$ cat src/rtl/ulpi_pkg.sv
// Shared ULPI definitions: arbiter FSM encoding, register addresses and the
// default register-access timeout.
package ulpi_pkg;

    typedef enum logic [1:0] {
        StIdle  = 2'd0,
        StIssue = 2'd1,
        StWait  = 2'd2,
        StDone  = 2'd3
    } state_e;

    typedef enum logic {
        GntA = 1'b0,
        GntB = 1'b1
    } gnt_e;

    localparam logic [7:0] FUNCT_CTL = 8'h04;
    localparam logic [7:0] OTG_CTL   = 8'h0A;

    localparam int unsigned DEF_TIMEOUT_CYCLES = 1024;

endpackage

$ cat src/rtl/ulpi_reg_arbiter.sv
// Two-requester round-robin arbiter for the ULPI register access port, with a
// bounded wait for reg_rdy and per-requester ack/err/read-data reporting.
module ulpi_reg_arbiter
    import ulpi_pkg::*;
#(
    parameter int unsigned TIMEOUT_CYCLES = DEF_TIMEOUT_CYCLES
) (
    input  logic       clk,
    input  logic       rst_n,

    input  logic       a_req,
    input  logic       a_we,
    input  logic [7:0] a_addr,
    input  logic [7:0] a_din,
    output logic       a_ack,
    output logic       a_err,
    output logic [7:0] a_dout,

    input  logic       b_req,
    input  logic       b_we,
    input  logic [7:0] b_addr,
    input  logic [7:0] b_din,
    output logic       b_ack,
    output logic       b_err,
    output logic [7:0] b_dout,

    output logic       reg_en,
    output logic       reg_we,
    output logic [7:0] reg_addr,
    output logic [7:0] reg_din,
    input  logic       reg_rdy,
    input  logic [7:0] reg_dout,

    output logic       busy
);

    localparam int unsigned CntW = $clog2(TIMEOUT_CYCLES) + 1;
    localparam logic [CntW-1:0] CntLast = CntW'(TIMEOUT_CYCLES - 1);

    state_e          state_q, state_d;
    gnt_e            gnt_q, gnt_d;
    logic            we_q, we_d;
    logic [7:0]      addr_q, addr_d;
    logic [7:0]      din_q, din_d;
    logic [CntW-1:0] cnt_q, cnt_d;
    logic [CntW-1:0] cnt_nxt;
    logic            err_q, err_d;
    logic [7:0]      a_dout_q, a_dout_d;
    logic [7:0]      b_dout_q, b_dout_d;

    assign cnt_nxt = cnt_q + 1'b1;

    always_comb begin
        state_d  = state_q;
        gnt_d    = gnt_q;
        we_d     = we_q;
        addr_d   = addr_q;
        din_d    = din_q;
        cnt_d    = cnt_q;
        err_d    = err_q;
        a_dout_d = a_dout_q;
        b_dout_d = b_dout_q;

        unique case (state_q)
            StIdle: begin
                if (a_req || b_req) begin
                    // On a tie the requester not served last wins; gnt_q doubles as last-grant.
                    if (a_req && b_req) begin
                        gnt_d = (gnt_q == GntA) ? GntB : GntA;
                    end else begin
                        gnt_d = a_req ? GntA : GntB;
                    end
                    if (gnt_d == GntA) begin
                        we_d   = a_we;
                        addr_d = a_addr;
                        din_d  = a_din;
                    end else begin
                        we_d   = b_we;
                        addr_d = b_addr;
                        din_d  = b_din;
                    end
                    err_d   = 1'b0;
                    state_d = StIssue;
                end
            end

            StIssue: begin
                cnt_d   = '0;
                state_d = StWait;
            end

            StWait: begin
                if (reg_rdy) begin
                    err_d   = 1'b0;
                    state_d = StDone;
                    if (gnt_q == GntA) begin
                        a_dout_d = reg_dout;
                    end else begin
                        b_dout_d = reg_dout;
                    end
                end else if (cnt_nxt >= CntLast) begin
                    err_d   = 1'b1;
                    state_d = StDone;
                end else begin
                    cnt_d = cnt_nxt;
                end
            end

            StDone: begin
                state_d = StIdle;
            end

            default: begin
                state_d = StIdle;
            end
        endcase
    end

    always_ff @(posedge clk or negedge rst_n) begin
        if (!rst_n) begin
            state_q  <= StIdle;
            gnt_q    <= GntB;
            we_q     <= 1'b0;
            addr_q   <= 8'h00;
            din_q    <= 8'h00;
            cnt_q    <= '0;
            err_q    <= 1'b0;
            a_dout_q <= 8'h00;
            b_dout_q <= 8'h00;
        end else begin
            state_q  <= state_d;
            gnt_q    <= gnt_d;
            we_q     <= we_d;
            addr_q   <= addr_d;
            din_q    <= din_d;
            cnt_q    <= cnt_d;
            err_q    <= err_d;
            a_dout_q <= a_dout_d;
            b_dout_q <= b_dout_d;
        end
    end

    assign reg_en   = (state_q == StIssue);
    assign reg_we   = (state_q == StIssue) && we_q;
    assign reg_addr = addr_q;
    assign reg_din  = din_q;
    assign busy     = (state_q != StIdle);

    assign a_ack  = (state_q == StDone) && (gnt_q == GntA);
    assign b_ack  = (state_q == StDone) && (gnt_q == GntB);
    assign a_err  = a_ack && err_q;
    assign b_err  = b_ack && err_q;
    assign a_dout = a_dout_q;
    assign b_dout = b_dout_q;

endmodule

$ cat config.mk
export PLATFORM = sky130hd
export DESIGN_NAME = ulpi_reg_arbiter
export DESIGN_NICKNAME = d
export VERILOG_FILES = /design/src/rtl/ulpi_pkg.sv /design/src/rtl/ulpi_reg_arbiter.sv
export SDC_FILE = /design/constraint.sdc
export NUM_CORES = 1
export LEC_CHECK = 0
export CAP_MARGIN = 20
export CORE_ASPECT_RATIO = 0.9
export CORE_MARGIN = 4
export CORE_UTILIZATION = 40
export DETAILED_ROUTE_END_ITERATION = 7
export DONT_BUFFER_PORTS = 1
export PLACE_DENSITY_LB_ADDON = 0.2
export SLEW_MARGIN = 20
export SYNTH_ARGS = -nofsm -noshare
export SYNTH_HDL_FRONTEND = slang
export SYNTH_SLANG_ARGS = --single-unit
export TNS_END_PERCENT = 100
$ cat constraint.sdc
create_clock -name clk -period 2.5 [get_ports clk]
set_clock_uncertainty 0.2 [all_clocks]
set_input_delay 0.5 -clock clk [delete_from_list [all_inputs] [get_ports clk]]
set_output_delay 0.5 -clock clk [all_outputs]
set_load 0.02 [all_outputs]
Word-level counts from Yosys, hierarchy flattened
Index checks and enable logic that the tools add are counted.

Input bits: 47. Output and inout bits: 39. Bits in registers: 48. Logic and storage cells: 55.

Reduce and logical (&&, ||, !) cells: 17. Add/sub/neg operators: 1. Magnitude comparators: 1. Mux-type cells: 19. Bitwise gates (word level): 1. Equality and inequality tests: 7.

Operators with widths (count): 11-bit two-way mux (2); 11-bit case mux with 2 select lines (1); 8-bit two-way mux (2); 3-bit AND reduction (4); 11-bit by 1-bit adder with 11-bit output, second input constant (1); 11-bit by 10-bit >= comparator with 1-bit output, second input constant (1); 1-bit two-way mux (9); 2-bit case mux with 4 select lines (1); 1-bit logical AND (6); 2-bit two-way mux (3); 2-bit inequality test, second input constant (3); 2-bit nonzero test (3); 2-bit equality test, second input constant (2); 2-bit AND reduction (2); 3-bit inequality test, second input constant (1); 2-bit by 1-bit equality test with 1-bit output, second input constant (1); 2-bit zero test (1); 1-bit case mux with 2 select lines (1); 1-bit logical OR (1); 1-bit inverter (1).

Logic depth before layout (Yosys ltp)
Depth after elaboration: 5. Gate-level depth with buffers: 9. Mapped depth without buffers: 7.

Worst setup path after synthesis
No wires, ideal clock.

Path type: register to register. From: register cnt_q[1]. To: register cnt_q[9]. Library setup time: 0.118 ns. Stages on the path, launching flop included: 9. Required time: 2.182 ns. Path buffers: 1. Data arrival time: 2.351 ns. Period minus slack after synthesis: 2.669 ns. Path slack: -0.169 ns. Cell sequence: dfrtp_1 > ha_1 > nand2_1 > o31a_1 > or3_1 > buf_2 > or4_1 > a21o_1 > a21o_1.

Cells in the longest elaborated chain, start to end: 4. Elaborated cells between the ends (all ways): 7. Classes of those cells: add/sub: 1; order compare: 1; eq/ne: 1; mux: 3; reduce/logical: 1.

Ends and longest elaborated chain: from (decl) (RTL line ulpi_reg_arbiter.sv:45) `logic [CntW-1:0] cnt_q, cnt_d;`; from (signal assigned) (RTL line ulpi_reg_arbiter.sv:136) `cnt_q <= cnt_d;`; 11-bit by 1-bit adder with 11-bit output * (RTL line ulpi_reg_arbiter.sv:51) `assign cnt_nxt = cnt_q + 1'b1;`; 11-bit by 10-bit >= comparator with 1-bit output / 11-bit two-way mux (equally long branches) (RTL line ulpi_reg_arbiter.sv:101) `end else if (cnt_nxt >= CntLast) begin`; 2-bit inequality test (no line) / 11-bit two-way mux (equally long branches); 3-bit AND reduction (no line) / 11-bit case mux with 2 select lines (equally long branches).

Mark *: on every way between the ends. The rest lies on a longest branch, timed or not. The select of a mux whose other input is x is not followed. A chain may end at the register's enable or synchronous reset.

Worst setup path in the final report
From: register cnt_q[0]. To: register cnt_q[9].

The elaborated chain is that of the path after synthesis.

==> flow_summary_export.csv <==
group,metric,value,unit
run_status,outcome,"finished clean",
placement,io_buffers,0,
cts,path_clk_slew,0.09,ns
route,wl_per_cell,18.1,um
logic_synthesis,synth_top_area_cell,"dfrtp_1",
timing,fin_crit_sh,95.9,%
finish,antenna_cells,0,
logic_synthesis,yosys.area_share.simple,15.3,%
cts,htree_levels,2,
cts,clockBufferDepth,2,
cts,cts_root_buf,"clkbuf_8",
placement,gp_congestion,0.907,
logic_synthesis,ys_seq_area_share,48.4,%
setup_path,worstPathRequired,2.49,ns
worst_hold_path,hold_class,"in -> reg",
setup_path,crit_arrival,2.39,ns
timing,fin_tns_setup,0,ns
logic_synthesis,synth_top_area_share,47.4,%
route,drt_iter0_drc,82,
finish,stdcell_area,0.00297,mm2
placement,post-dp-hpwl,4520,um
setup_path,end_kind,"register",
setup_path,timing.rr.start,"cnt_q[0]$_DFFE_PN0P_",
timing,hold_viol_final,0,
timing,slew_violations,0,
cts,cts_tree,"yes",
cts,clkSinkCount,48,
logic_synthesis,async_reset_ff_share,100,%
placement,dpl-instance-area,0.00274,mm2
timing,fin_ws,0.104,ns
logic_synthesis,synth_ff_type,"dfrtp_1",
logic_synthesis,ys_ff_latch,48,
power_and_ir_drop,p_leak,1.36,nW
logic_synthesis,synth_compound_area_share,14.8,%
setup_path,crit_path_top_delay_cell,"or4_1",
timing,fmax,0.417,GHz
route,drt_pass1_iterations,6,
die,die_y,82.7,um
logic_synthesis,synth_area,0.00248,mm2
worst_hold_path,min-delay-start,"a_req",
logic_synthesis,synth_cells,240,
global_route,globalRouteTotalUtil,15.5,%
route,routed_via_density,5.68,
logic_synthesis,synth_commonest_cells,"47 x dfrtp_1, 29 x nand2_1, 27 x o21ai_0",
logic_synthesis,synth-edff-count,0,
setup_path,critical_path.max_stage_delay,0.43,ns
logic_synthesis,ys_top_cells_by_area,"dfrtp_1 47%, mux2i_1 7.7%, mux2_2 7.3%",
timing,min_period,2.40,ns
timing,tightest_slew,0.671,ns
finish,area_growth,19.6,%
finish,fin_cells,333,
setup_path,criticalPathCategory,"reg -> reg",
global_route,grt_pass1_vias,1871,
setup_path,crit_fanout,4,
logic_synthesis,synthMuxAreaShare,14.9,%
flow_run,maxCapViolations,0,
logic_synthesis,yosysUniqueCellTypes,47,
timing,relSlewSlack,55.1,%
logic_synthesis,synth_top_family_by_area,"simple AND/OR/NAND/NOR gates",
cts,cts_setup_buffers,0,
setup_path,r2r_slack,0.10,ns
cts,cts_inserted_buffers,5,
cts,clock_latency,0.29,ns
timing,finalSetupViolCount,0,
finish,drive_above_1_share,26.6,%
die,die_area,0.00753,mm2
setup_path,crit_start,"cnt_q[0]$_DFFE_PN0P_",
placement,dp.cells,324,
setup_path,startpoint_type,"register",
logic_synthesis,synth_xor_area_share,0,%
setup_path,crit_chain,"ha_4 -> nand2_2 -> o31a_1 -> or3_4 -> or4_1 -> a21o_1 -> a21o_1",
route,ant_nets,0,
logic_synthesis,synth.avg_cell_area,10.3,um2
die,die_w,91.0,um
power_and_ir_drop,p_per_area,1130,mW/mm2
finish,nNetsFinal,316,
logic_synthesis,synth_warnings,0,
timing,hold_ws,0.0625,ns
setup_path,crit_top_cell,"a21o_1",
die,io_pins,86,
global_route,grt_max_degree,49,
placement,dp_slack,0.0284,ns
route,drt_wl_total,6020,um
power_and_ir_drop,ir_drop,0.588,mV
setup_path,reg2reg_depth,7,
die,num_rows,26,
setup_path,reg2reg_to,"cnt_q[9]$_DFFE_PN0P_",
logic_synthesis,yosysMostFrequentCell,"dfrtp_1",
route,drcViolationCount,0,
die,initial_core_util,42.4,%
route,num_vias,1890,
global_route,antenna_found_initial,0,
die,core-area,0.00586,mm2
global_route,grt_first_pass_wirelength,9380,um
setup_path,critPathCapture,"cnt_q[9]$_DFFE_PN0P_",
logic_synthesis,synth_nets,293,
logic_synthesis,synth-adder-area-share,3.02,%
global_route,grt_overflow,0,
## timing repair
action                                  4_1_cts  5_1_grt
endpoints found under the setup margin        0       11
hold buffers                                  2        0
gates resized for setup                       0       10
endpoints found under the hold margin        48        0
## routing by layer
metal | up-vias | GRT usage [%] | wire (um)
met5 | - | 0 | 0
met4 | 0 | 3.61 | 56
met3 | 6 | 5.53 | 473
met2 | 60 | 26.5 | 2990
met1 | 902 | 19.1 | 2490
li1 | 922 | - | -
## cells by family after synthesis
group / Yosys count
buffers and inverters: 22
AOI/OAI and AO/OA: 57
adders and majority gates: 6
and+or+nand+nor: 72
muxes: 35
DFF: 48
## where the power goes
| group | total (mW) | switching (mW) | internal, mW |
|---|---|---|---|
| Clock | 0.645 | 0.252 | 0.394 |
| Combinational | 1.06 | 0.611 | 0.445 |
| Sequential | 1.64 | 0.553 | 1.09 |
## metrics by stage
stage / util, % / power (mW)
2_1_floorplan: - / 2.34
3_3_place_gp: 46.8 / 2.65
3_5_place_dp: 46.8 / 2.68
4_1_cts: 49.6 / 3.36
5_1_grt: 50.7 / 3.58
6_report: 50.7 / 3.34
## sequential cells by signal, summed over array words and instances, names as in the netlist
register / count
reg_addr: 8
we_q: 1
gnt_q: 1
cnt_q: 11
err_q: 1
a_dout: 8
b_dout: 8
state_q: 2
reg_din: 8
## final cells by class
class                           instances  area [um2]
Fill cell                             555        2890
Clock buffer                            5        68.8
Clock inverter                          2        60.1
Sequential cell                        48        1200
Multi-Input combinational cell        170        1280
Tap cell                               70        87.6
Timing Repair Buffer                   28         233
Inverter                               10        37.5
## worst max-delay path, delay by kind of cell (launching register included)
family                     cells  cell delay, ns
DFF                            1            0.40
adders and majority gates      1            0.16
and+or+nand+nor                3            0.88
AOI/OAI and AO/OA              3            0.67
## worst min path at each step
stage,endpoint,slack (ns),cells after the start
6_report,gnt_q$_DFFE_PN1P_,0.06,1
4_1_cts,gnt_q$_DFFE_PN1P_,0.05,1
3_5_place_dp,reg_addr[3]$_DFFE_PN0P_,0.007,0
3_3_place_gp,err_q$_DFFE_PN0P_,0.007,0
5_1_grt,gnt_q$_DFFE_PN1P_,0.06,1
2_1_floorplan,a_dout[0]$_DFFE_PN0P_,0.004,0
## cell usage in the layout, fill, tap and decap left out, drive strengths merged, types with 4 or more instances in the layout
| master | count |
|---|---|
| ha | 6 |
| dfrtp | 47 |
| nor2 | 7 |
| nand3 | 5 |
| nand2 | 29 |
| inv | 10 |
| nor4 | 7 |
| mux2 | 16 |
| buf | 27 |
| mux2i | 19 |
| o21ai | 29 |
| clkbuf | 5 |
| o31a | 4 |
| a21oi | 4 |
(Power assumes the default switching activity.)
